$ cat src/rtl/alu_ctrl_pkg.sv
// Shared encodings for the bulbul ALU control sequencer: instruction classes,
// ALU control codes, M-extension func3 values, FSM states and the base-ISA
// field decoder used by the top level.
package alu_ctrl_pkg;

  localparam logic [2:0] AOP_R   = 3'b000;
  localparam logic [2:0] AOP_I   = 3'b001;
  localparam logic [2:0] AOP_BR  = 3'b010;
  localparam logic [2:0] AOP_JAL = 3'b011;
  localparam logic [2:0] AOP_LD  = 3'b100;
  localparam logic [2:0] AOP_ST  = 3'b101;
  localparam logic [2:0] AOP_LUI = 3'b110;
  localparam logic [2:0] AOP_BAD = 3'b111;

  localparam logic [4:0] ALUC_ADD  = 5'b00000;
  localparam logic [4:0] ALUC_SUB  = 5'b01000;
  localparam logic [4:0] ALUC_SRA  = 5'b01101;
  localparam logic [4:0] ALUC_BEQ  = 5'b10000;
  localparam logic [4:0] ALUC_BNE  = 5'b10001;
  localparam logic [4:0] ALUC_BLT  = 5'b10100;
  localparam logic [4:0] ALUC_BGE  = 5'b10101;
  localparam logic [4:0] ALUC_BLTU = 5'b10110;
  localparam logic [4:0] ALUC_BGEU = 5'b10111;
  localparam logic [4:0] ALUC_JAL  = 5'b11111;

  localparam logic [2:0] F3_MUL    = 3'b000;
  localparam logic [2:0] F3_MULH   = 3'b001;
  localparam logic [2:0] F3_MULHSU = 3'b010;
  localparam logic [2:0] F3_MULHU  = 3'b011;
  localparam logic [2:0] F3_DIV    = 3'b100;
  localparam logic [2:0] F3_DIVU   = 3'b101;
  localparam logic [2:0] F3_REM    = 3'b110;
  localparam logic [2:0] F3_REMU   = 3'b111;

  typedef enum logic [1:0] {
    ST_IDLE = 2'd0,
    ST_CALC = 2'd1,
    ST_DONE = 2'd2
  } state_e;

  typedef struct packed {
    logic       illegal;
    logic [4:0] aluc;
    logic       is_m;
  } dec_t;

  // Base-ISA decode; illegal combinations always leave aluc at ALUC_ADD (zero).
  function automatic dec_t decode(input logic [2:0] aop, input logic [2:0] f3,
                                  input logic [1:0] f7);
    dec_t d;
    d.illegal = 1'b0;
    d.aluc    = ALUC_ADD;
    d.is_m    = 1'b0;
    case (aop)
      AOP_R, AOP_I: begin
        if (f7[0]) begin
          if (aop == AOP_R) d.is_m = 1'b1;
          else d.illegal = 1'b1;
        end else if (f7[1] && (f3 != 3'b000) && (f3 != 3'b101)) begin
          d.illegal = 1'b1;
        end else if ((aop == AOP_I) && (f3 == 3'b000)) begin
          d.aluc = ALUC_ADD;
        end else begin
          d.aluc = {1'b0, f7[1], f3};
        end
      end
      AOP_BR: begin
        if ((f3 == 3'b010) || (f3 == 3'b011)) d.illegal = 1'b1;
        else d.aluc = {2'b10, f3};
      end
      AOP_JAL: d.aluc = ALUC_JAL;
      AOP_BAD: d.illegal = 1'b1;
      default: d.aluc = ALUC_ADD;
    endcase
    return d;
  endfunction

endpackage

$ cat src/rtl/alu_ctrl_seq_muldiv.sv
// muldiv_iter: iterative RV M-extension datapath. Converts operands to
// magnitudes, runs one shift-add (multiply) or restoring (divide) step per
// step_i, detects the divide fast-path cases and applies the sign fix-up.
// res_o is the result as it will be after the current step (or the fast-path
// result while start_i is high), so the parent can latch it on the edge that
// enters DONE.
module muldiv_iter
  import alu_ctrl_pkg::*;
#(
  parameter int XLEN = 32
) (
  input  logic            clk_i,
  input  logic            start_i,
  input  logic            step_i,
  input  logic [2:0]      func3_i,
  input  logic [XLEN-1:0] rs1_i,
  input  logic [XLEN-1:0] rs2_i,
  output logic            fast_o,
  output logic [XLEN-1:0] res_o
);

  logic signed [XLEN-1:0] rs1_s, rs2_s;
  logic                   is_div, sgn_a, sgn_b, neg_a, neg_b;
  logic [XLEN-1:0]        mag_a, mag_b, fast_res;
  logic                   div_zero, div_ovf;

  logic [2:0]      op_q;
  logic            neg_q, neg_r_q;
  logic [XLEN-1:0] dvs_q, hi_q, lo_q;

  logic [XLEN:0]     sum, rem_sh, diff;
  logic              ge;
  logic [XLEN-1:0]   hi_s, lo_s, quo, rem;
  logic [2*XLEN-1:0] prod, prod_f, fin_res;

  assign rs1_s = rs1_i;
  assign rs2_s = rs2_i;

  // Operand signedness, magnitudes and divide special-case detection
  always_comb begin
    is_div   = func3_i[2];
    sgn_a    = is_div ? !func3_i[0] : (func3_i != F3_MULHU);
    sgn_b    = is_div ? !func3_i[0] : ((func3_i == F3_MUL) || (func3_i == F3_MULH));
    neg_a    = sgn_a && (rs1_s < 0);
    neg_b    = sgn_b && (rs2_s < 0);
    mag_a    = neg_a ? -rs1_i : rs1_i;
    mag_b    = neg_b ? -rs2_i : rs2_i;
    div_zero = is_div && (rs2_i == '0);
    div_ovf  = is_div && !func3_i[0] && (rs1_i == {1'b1, {(XLEN-1){1'b0}}}) && (&rs2_i);
    fast_o   = div_zero || div_ovf;
    if (div_zero) fast_res = func3_i[1] ? rs1_i : '1;
    else          fast_res = func3_i[1] ? '0 : rs1_i;
  end

  // One iteration: shift-add for multiply, restoring subtract for divide
  always_comb begin
    sum    = {1'b0, hi_q} + {1'b0, (lo_q[0] ? dvs_q : '0)};
    rem_sh = {hi_q, lo_q[XLEN-1]};
    diff   = rem_sh - {1'b0, dvs_q};
    ge     = !diff[XLEN];
    if (op_q[2]) begin
      hi_s = ge ? diff[XLEN-1:0] : rem_sh[XLEN-1:0];
      lo_s = {lo_q[XLEN-2:0], ge};
    end else begin
      {hi_s, lo_s} = {sum, lo_q[XLEN-1:1]};
    end
  end

  // Sign fix-up and result selection
  always_comb begin
    prod   = {hi_s, lo_s};
    prod_f = neg_q ? -prod : prod;
    quo    = neg_q ? -lo_s : lo_s;
    rem    = neg_r_q ? -hi_s : hi_s;
    case (op_q)
      F3_MUL:                       fin_res = {{XLEN{1'b0}}, prod_f[XLEN-1:0]};
      F3_MULH, F3_MULHSU, F3_MULHU: fin_res = {{XLEN{1'b0}}, prod_f[2*XLEN-1:XLEN]};
      F3_DIV, F3_DIVU:              fin_res = {{XLEN{1'b0}}, quo};
      default:                      fin_res = {{XLEN{1'b0}}, rem};
    endcase
    res_o = (start_i && fast_o) ? fast_res : fin_res[XLEN-1:0];
  end

  // Datapath registers: load magnitudes on start, iterate while stepping
  always_ff @(posedge clk_i) begin
    if (start_i) begin
      op_q    <= func3_i;
      neg_q   <= neg_a ^ neg_b;
      neg_r_q <= neg_a;
      hi_q    <= '0;
      dvs_q   <= is_div ? mag_b : mag_a;
      lo_q    <= is_div ? mag_a : mag_b;
    end else if (step_i) begin
      hi_q <= hi_s;
      lo_q <= lo_s;
    end
  end

endmodule

$ cat src/rtl/alu_ctrl_seq.sv
// alu_ctrl_seq: registered ALU control decoder with an optional iterative
// M-extension unit. Build macro BULBUL_MULDIV_EN enables multiply/divide;
// without it R-type ops with func7[0]=1 are flagged illegal and the block
// never stalls.
module alu_ctrl_seq
  import alu_ctrl_pkg::*;
#(
  parameter int XLEN = 32
) (
  input  logic            clk_i,
  input  logic            rst_i,
  input  logic            valid_i,
  output logic            ready_o,
  input  logic            flush_i,
  input  logic [2:0]      aluop_i,
  input  logic [2:0]      func3_i,
  input  logic [1:0]      func7_i,
  input  logic [XLEN-1:0] rs1_i,
  input  logic [XLEN-1:0] rs2_i,
  output logic            aluc_valid_o,
  output logic [4:0]      aluc_o,
  output logic            illegal_o,
  output logic            md_valid_o,
  output logic [XLEN-1:0] md_result_o
);

  dec_t dec;
  logic accept, issue_aluc, issue_illegal;

  assign dec = decode(aluop_i, func3_i, func7_i);

`ifdef BULBUL_MULDIV_EN
  localparam int CNT_W = $clog2(XLEN);

  state_e          state_q, state_d;
  logic [CNT_W-1:0] cnt_q;
  logic            take_m, fast, finish;
  logic [XLEN-1:0] md_res;

  assign ready_o       = (state_q != ST_CALC);
  assign accept        = valid_i && ready_o && !flush_i;
  assign take_m        = accept && dec.is_m;
  assign issue_aluc    = accept && !dec.is_m;
  assign issue_illegal = dec.illegal;
  assign finish        = (state_q == ST_CALC) && !flush_i && (cnt_q == '0);
  assign md_valid_o    = (state_q == ST_DONE);

  muldiv_iter #(.XLEN(XLEN)) u_muldiv (
    .clk_i   (clk_i),
    .start_i (take_m),
    .step_i  (state_q == ST_CALC),
    .func3_i (func3_i),
    .rs1_i   (rs1_i),
    .rs2_i   (rs2_i),
    .fast_o  (fast),
    .res_o   (md_res)
  );

  // Next state: flush wins; IDLE and DONE both accept new work
  always_comb begin
    state_d = state_q;
    case (state_q)
      ST_CALC: begin
        if (flush_i)            state_d = ST_IDLE;
        else if (cnt_q == '0)   state_d = ST_DONE;
      end
      default: begin
        if (take_m) state_d = fast ? ST_DONE : ST_CALC;
        else        state_d = ST_IDLE;
      end
    endcase
  end

  // FSM state, iteration counter and held M-extension result
  always_ff @(posedge clk_i) begin
    if (rst_i) begin
      state_q     <= ST_IDLE;
      cnt_q       <= '0;
      md_result_o <= '0;
    end else begin
      state_q <= state_d;
      if (take_m && !fast)                        cnt_q <= CNT_W'(XLEN-1);
      else if ((state_q == ST_CALC) && (cnt_q != '0)) cnt_q <= cnt_q - 1'b1;
      if (finish || (take_m && fast)) md_result_o <= md_res;
    end
  end
`else
  logic unused_md;

  assign ready_o       = 1'b1;
  assign accept        = valid_i && !flush_i;
  assign issue_aluc    = accept;
  assign issue_illegal = dec.illegal || dec.is_m;
  assign md_valid_o    = 1'b0;
  assign md_result_o   = '0;
  assign unused_md     = ^{rs1_i, rs2_i};
`endif

  // Registered decode result, one-cycle pulse per accepted non-M op
  always_ff @(posedge clk_i) begin
    if (rst_i) begin
      aluc_valid_o <= 1'b0;
      illegal_o    <= 1'b0;
      aluc_o       <= ALUC_ADD;
    end else begin
      aluc_valid_o <= issue_aluc;
      illegal_o    <= issue_aluc && issue_illegal;
      if (issue_aluc) aluc_o <= issue_illegal ? ALUC_ADD : dec.aluc;
    end
  end

endmodule

$ cat config.mk
export PLATFORM = sky130hd
export DESIGN_NAME = alu_ctrl_seq
export DESIGN_NICKNAME = d
export VERILOG_FILES = /design/src/rtl/alu_ctrl_pkg.sv /design/src/rtl/alu_ctrl_seq_muldiv.sv /design/src/rtl/alu_ctrl_seq.sv
export SDC_FILE = /design/constraint.sdc
export NUM_CORES = 1
export LEC_CHECK = 0
export BUFFER_PORTS_ARGS = -buffer_cell sky130_fd_sc_hd__buf_2
export CAP_MARGIN = 20
export CORE_MARGIN = 5
export CORE_UTILIZATION = 27
export DETAILED_ROUTE_END_ITERATION = 8
export PLACE_DENSITY = 0.8
export SYNTH_ARGS = -nofsm -noshare
export SYNTH_HDL_FRONTEND = slang
export SYNTH_SLANG_ARGS = --single-unit
$ cat constraint.sdc
create_clock -name clk_i -period 1.5 [get_ports clk_i]
set_input_delay 0.15 -clock clk_i [delete_from_list [all_inputs] [get_ports clk_i]]
set_output_delay 0.15 -clock clk_i [all_outputs]
set_load 0.01 [all_outputs]
**Word-level counts from Yosys, hierarchy flattened**

Index checks and enable logic that the tools add are counted.
Widths: inputs -> output; s select.

- Muxes and demuxes: 14
- Reductions and logical operators: 12
- Eq/ne operators: 7

Operator list:

| cell | number |
|---|---|
| $mux 5 | 4 |
| $pmux 5 s3 | 1 |
| $eq 3x2->1 const B | 4 |
| $mux 1 | 7 |
| $logic_not 3->1 | 2 |
| $logic_and 1x1->1 | 5 |
| $mux 4 | 1 |
| $eq 3x1->1 const B | 1 |
| $eq 3x3->1 const B | 1 |
| $ne 3x3->1 const B | 1 |
| $pmux 1 s3 | 1 |
| $reduce_bool 3->1 | 1 |
| $logic_or 1x1->1 | 2 |
| $reduce_or 2->1 | 1 |
| $logic_not 1->1 | 1 |

- Input bits: 76
- Flip-flop bits (word level): 7

**Logic depth before layout (Yosys ltp)**

Gate-level depths: netlist of the first run.

- Word-level depth: 8
- Depth in mapped cells: 5
- Mapped depth without buffers: 4

**Worst setup path after synthesis of the first run**

No wires, ideal clock.

- Path type: input to register
- Start: input func3_i[2]
- End: register aluc_o[0]
- Arrival time: 1161 ps
- Stages: 5
- Path buffers: 1
- Setup time: 117 ps
- Path slack: 222 ps
- Data required time: 1383 ps
- Cells stage by stage: buf_6 -> or3b_4 -> or2_0 -> o211a_1 -> a22o_1

- Word-level cells in the longest chain between the ends: 8
- Elaborated cells on any way between the ends: 20
- Those cells by class: 3 x eq/ne; 10 x mux; 7 x reduce/logical

Ends and longest elaborated chain:

| element | RTL line | RTL |
|---|---|---|
| start, declared | alu_ctrl_seq.sv:16 | `input logic [2:0] func3_i,` |
| $reduce_bool 3->1 | alu_ctrl_pkg.sv:59 | `end else if (f7[1] && (f3 != 3'b000) && (f3 != 3'b101)) begin` |
| $logic_and 1x1->1 (2 in series) | alu_ctrl_pkg.sv:59 |  |
| $mux 1 | alu_ctrl_pkg.sv:59 |  |
| $mux 1 | alu_ctrl_pkg.sv:56 | `if (f7[0]) begin` |
| $pmux 1 s3 | alu_ctrl_pkg.sv:54 | `case (aop)` |
| $logic_or 1x1->1 | alu_ctrl_seq.sv:93 | `assign issue_illegal = dec.illegal \|\| dec.is_m;` |
| $mux 5 (*) | alu_ctrl_seq.sv:108 | `if (issue_aluc) aluc_o <= issue_illegal ? ALUC_ADD : dec.aluc;` |
| end signal, assigned | alu_ctrl_seq.sv:108 |  |
| end, declared | alu_ctrl_seq.sv:21 | `output logic [4:0] aluc_o,` |

Every way passes the cells marked *; elsewhere a longest branch is shown, timed or not.
A chain may end at the register's enable or synchronous reset.

**Worst setup path after layout of the first run**

- Start: input func3_i[1]
- End: register aluc_o[0]

Same word-level chain as after synthesis.

==> run summary, run 1 <==
run status: completed
Via density: 4.04
Crit Reg-Reg Endpoint: aluc_o[1]
Final Wtd Congestion: 0.859
maximum vdd drop: 0.453 mV
average size of a mapped cell: 7.87 sq um
DR WL/cell: 9.60 microns
CTS Buf Count: 3
Multi-input gate area: 370 sq um
Async S/R FF share, synth: 0%
drt first pass iters: 4
final setup skew: 0 ns
Worst Hold End: aluc_o[4]
Remaining DRCs: 0
Fin. Hold Viols: 0
# hold bufs at CTS: 0
cts repair resizes: 0
first-pass GRT wire length: 1700 microns
Initial Util: 27.8%
CP max FO: 6
post-CTS setup buffer count: 0
pwr dens: 706 mW/mm^2
clock slew at reported path FFs: 0.05 ns
die area: 0.00361 sq mm
layout cell share with drive strength beyond 1: 26.4%
post-synthesis register bit count: 7
met2 Usage GRT: 8.18%
Critical Path AT: 1.26 ns
largest net degree at the start of global routing: 10
cells on worst reg2reg path: 1
Fmax: 892 MHz
Reg area: 140 sq um
post-placement cell count: 132
vias in the first global route: 406
Total Power: 0.490 mW
Routed WL: 1310 microns
setup repair after global routing missed its margin: no
Non-Filler Instances: 136
Max Cap Viol: 0
Hold Path Stages: 2
synth cell count leaders: 34 x buf_4, 7 x dfxtp_1, 5 x a21oi_1, 5 x nor2_1, 4 x inv_1
Clock Latency Late Sink: 0.25 ns
CTS sink cnt: 7
CTS max path bufs: 2
Yosys warning total: 0
Root Driver: clkbuf_4
kind of critical path: in -> reg
Total Routing Usage GR: 6.71%
core box area: 0.00243 sq mm
row count: 18
source of the worst register-to-register timing path: aluc_o[1]
met3 usage: 6.05%
Synth Cell Area: 677 sq um
EDFF count, synth: 0
die span in x: 60.1 microns
Final nets: 183
gr busiest metal: met1
setup violators final: 0
CTS tree: done
die height: 60.1 microns
Tmin final: 1.12 ns
flop-to-flop setup slack: 0.86 ns
Hold Path Class: in -> reg
nature of the critical path startpoint: primary input
most numerous cell in the Yosys netlist: buf_4
DR vias: 549
Max Slew Vio Count: 0
area share of the largest cell type after synthesis: 37.7%
CP required: 1.64 ns
fin crit share: 74.7%
Fillers: 273
Ports: 117
Top FF cell, synth: dfxtp_1
antenna violations before repair: 0
post-route ant nets: 0
post-synthesis sequential area ratio: 20.7%
hold path start: rst_i
Static Leakage: 0.373 nW
kind of end point of the critical path: register
top cells by area, synth: buf_4 38%, dfxtp_1 21%, a21oi_1 3.7%, a22o_2 3.0%, nor2_1 2.8%
synth unique cells: 29
antenna diode count: 0
DRT iter0 DRCs: 14
post-DP HPWL: 1100 microns
H-tree Lvls: 1
number of port buffers: 18
met1 Resource Use GR: 8.76%
area leader, netlist: buf_4
total grt overflow: 0
area delta synth->final: 2.59%
Synth Instances: 86
setup tns final: 0 ns
[worst max-delay path: stages]
cell,delay (ns)
buf_2,0.12
or3b_4,0.40
or2_0,0.21
o211a_1,0.14
a22o_1,0.24
[worst max path at each step]
stage                 to  slack [ns]        from  cells past startpoint
2_1_floorplan  aluc_o[0]        0.22  func3_i[2]                      5
3_3_place_gp   aluc_o[0]        0.13  func3_i[1]                      5
3_5_place_dp   aluc_o[0]        0.12  func3_i[1]                      5
4_1_cts        aluc_o[0]        0.39  func3_i[1]                      5
5_1_grt        aluc_o[0]        0.35  func3_i[1]                      5
6_report       aluc_o[0]        0.38  func3_i[1]                      5
[area by class of cell]
cell class	count	share of cell area, %
Timing Repair Buffer	20	15.1
Sequential cell	7	20.2
Multi-Input combinational cell	71	53.3
Tap cell	30	5.41
Clock buffer	4	3.78
Inverter	4	2.16
[cells by family (layout without fill, tap and decap cells)]
kind of cell           Yosys count  count (layout)  share of synthesized area [%]
flip-flops                       7               7                           20.7
AO/OA/AOI/OAI                   21              21                           22.4
buffers and inverters           40              28                           42.3
XOR/XNOR                         1               1                           1.29
other                            2              34                           1.11
AND/OR/NAND/NOR                 15              15                           12.2
[report_power, final]
group	leakage, nW	internal (mW)	switching, mW	total, mW
Sequential	0.0569	0.192	0.00199	0.194
Combinational	0.302	0.0396	0.0875	0.127
Clock	0.0150	0.101	0.0676	0.169
Total	0.373	0.333	0.157	0.490
[registers in the layout, indices dropped and copies added (netlist names)]
register,cells
illegal_o,1
aluc_o,5
aluc_valid_o,1
[through the flow]
stage	hold slack, ns	utilization [%]	setup slack, ns	instance area (sq um)
CTS	0.122	28.5	0.387	694
global placement	0.391	27.5	0.134	668
finish	0.137	28.5	0.379	694
global route	0.134	28.5	0.349	694
floorplan	0.219	-	0.222	797
detailed placement	0.390	27.5	0.124	668
[cell usage in the layout (no fill, tap or decap), types with 2 or more instances in the layout]
cell,netlist,final
conb_1,2,34
buf_2,1,18
dfxtp_1,7,7
a21oi_1,5,5
nor2_1,5,5
inv_1,4,4
nand2_1,3,3
o21ai_0,3,3
clkbuf_4,0,3
a31oi_1,2,2
a22o_2,2,2
buf_4,34,2
[per-layer routing]
metal | vias up | share of wire, %
li1 | 265 | -
met1 | 240 | 40
met2 | 44 | 40
met3 | 0 | 20
met4 | 0 | 0
met5 | - | 0
Note: power is estimated with default switching activity, not from simulation.
==> run 2: changes to the inputs <==
clock period = 1.1 ns   (was 1.5 ns; I/O delays follow)
==> run 2 against run 1 <==
Utilization grew 3.0 points; worst hold slack improved by 0.037 ns; sequential share of layout area shrank 1.9 points; wire length up 9.7%; combinational power is 61% higher; clock-buffer cell count unchanged; die area unchanged; largest cell class unchanged.
==> run summary, run 2 (synthesized netlist as in run 1, its figures left out) <==
run status: completed (unchanged)
flop-to-flop setup slack: 0.45 ns (was 0.86 ns)
DR WL/cell: 9.88 microns (was 9.60 microns)
DRT iter0 DRCs: 32 (was 14)
CTS sink cnt: 7 (unchanged)
crit path from: aluop_i[0] (was func3_i[1])
DR vias: 579 (was 549)
row count: 18 (unchanged)
antenna diode count: 0 (unchanged)
clock network power share: 32.2% (was 34.5%)
Static Leakage: 0.417 nW (was 0.373 nW)
# hold bufs at CTS: 0 (unchanged)
logic gate share of total power: 29.5% (was 25.9%)
H-tree Lvls: 1 (unchanged)
Final Wtd Congestion: 0.794 (was 0.859)
Clock Latency Late Sink: 0.24 ns (was 0.25 ns)
source of the worst register-to-register timing path: aluc_o[1] (unchanged)
vias in the first global route: 444 (was 406)
Remaining DRCs: 0 (unchanged)
Hold Path Class: in -> reg (unchanged)
Max Cap Viol: 0 (unchanged)
fin crit share: 96.6%
clock slew at reported path FFs: 0.05 ns (about the same)
max FFs per register: 5 (unchanged)
Ports: 117 (unchanged)
die height: 60.1 microns (unchanged)
CP max FO: 3 (was 6)
total grt overflow: 0 (unchanged)
CTS max path bufs: 2 (unchanged)
Max Slew Vio Count: 0 (unchanged)
final setup skew: 0 ns (unchanged)
Via density: 3.99 (was 4.04)
Routed WL: 1430 microns (was 1310 microns)
Crit Reg-Reg Endpoint: aluc_o[1] (unchanged)
first-pass GRT wire length: 2030 microns (was 1700 microns)
die span in x: 60.1 microns (unchanged)
largest registers: aluc_o: 5 flops, aluc_valid_o: 1 flops, illegal_o: 1 flops (unchanged)
layout cell share with drive strength beyond 1: 33.0% (was 26.4%)
post-DP HPWL: 1230 microns (was 1100 microns)
setup tns final: 0 ns (unchanged)
CTS Buf Count: 3 (unchanged)
Total Power: 0.692 mW (was 0.490 mW)
Fin. Hold Viols: 0 (unchanged)
kind of end point of the critical path: register (unchanged)
Top reg by flops: aluc_o (unchanged)
commonest non-fill, non-tap cell in the layout: conb_1 (unchanged)
Total Routing Usage GR: 7.68% (was 6.71%)
post-route ant nets: 0 (unchanged)
area delta synth->final: 13.3% (was 2.59%)
maximum vdd drop: 0.530 mV (was 0.453 mV)
CTS tree: done (unchanged)
Initial Util: 27.8% (unchanged)
post-CTS setup buffer count: 0 (unchanged)
Fillers: 281 (was 273)
switching power: 0.217 mW (was 0.157 mW)
Flop pwr share: 38.3% (was 39.6%)
Fmax: 941 MHz
Final nets: 192 (was 183)
commonest cells after routing, fill and taps aside: 34 x conb_1, 18 x buf_2, 11 x buf_4 (was 34 x conb_1, 18 x buf_2, 7 x dfxtp_1)
largest net degree at the start of global routing: 9 (was 10)
kind of critical path: in -> reg (unchanged)
cts repair resizes: 0 (unchanged)
sw frac: 31.3% (was 32.1%)
die area: 0.00361 sq mm (unchanged)
setup violators final: 0 (unchanged)
utilization after layout: 31.5% (was 28.5%)
Critical Path Sink: aluc_o[0] (unchanged)
antenna violations before repair: 0 (unchanged)
setup repair after global routing missed its margin: no (unchanged)
number of port buffers: 18 (unchanged)
Critical Path AT: 1.20 ns (was 1.26 ns)
Tmin final: 1.06 ns
drt first pass iters: 4 (unchanged)
internal power: 0.476 mW (was 0.333 mW)
pwr dens: 903 mW/mm^2 (was 706 mW/mm^2)
cells on worst reg2reg path: 1 (unchanged)
core box area: 0.00243 sq mm (unchanged)
nature of the critical path startpoint: primary input (unchanged)
CP required: 1.23 ns (was 1.64 ns)
Root Driver: clkbuf_4 (unchanged)
-- run 2: cell types whose count changed in the layout (fill, tap and decap cells not counted) --
cell,previous run,this run
a2111oi_1,1,0
a2111oi_2,0,1
buf_4,2,11
-- run 2: how the worst min path moves through the flow --
stage          startpoint        end  slack (ns)  depth (start not counted)
4_1_cts             rst_i  aluc_o[4]        0.16                          3
3_5_place_dp        rst_i  aluc_o[4]        0.42                          3
2_1_floorplan       rst_i  aluc_o[4]        0.18                          1
3_3_place_gp        rst_i  aluc_o[4]        0.42                          3
5_1_grt             rst_i  aluc_o[4]        0.17                          3
6_report            rst_i  aluc_o[4]        0.17                          3
-- run 2: per-layer routing --
| metal | track usage [%] | up-vias | wire length (microns) |
|---|---|---|---|
| met5 | 0 | - | 0 |
| met4 | 1.90 | 0 | 0 |
| met3 | 4.97 | 0 | 261 |
| met2 | 9.41 | 42 | 577 |
| met1 | 10.8 | 254 | 594 |
| li1 | - | 283 | - |
-- run 2: through the flow --
step                cells  hold WS (ns)  cell area, sq um  setup WS [ns]
CTS                   145         0.162               762         0.0457
detailed placement    141         0.422               736         -0.208
finish                145         0.173               767         0.0371
global placement      141         0.418               736         -0.184
global route          145         0.174               767         0.0293
floorplan             118         0.179               801         -0.136
-- run 2: critical path, stage by stage --
cell and delay, ns:
buf_2 0.11, or3b_4 0.40, or2_0 0.21, o211a_1 0.14, a22o_1 0.23
-- run 2: power by group through the flow --
stage	combinational (mW)	sequential, mW	clock (mW)
floorplan	0.206	0.274	0
global placement	0.196	0.270	0
detailed placement	0.197	0.270	0
CTS	0.198	0.265	0.235
global route	0.229	0.265	0.265
finish	0.204	0.265	0.223
-- run 2: layout make-up --
type	instances	area [sq um]	area share, %
clock buffers	4	26.3	3.43
well taps	30	37.5	4.89
inverters	4	15.0	1.96
repair buffers	29	173	22.5
flip-flops and latches	7	140	18.3
multi-input cells	71	375	48.9
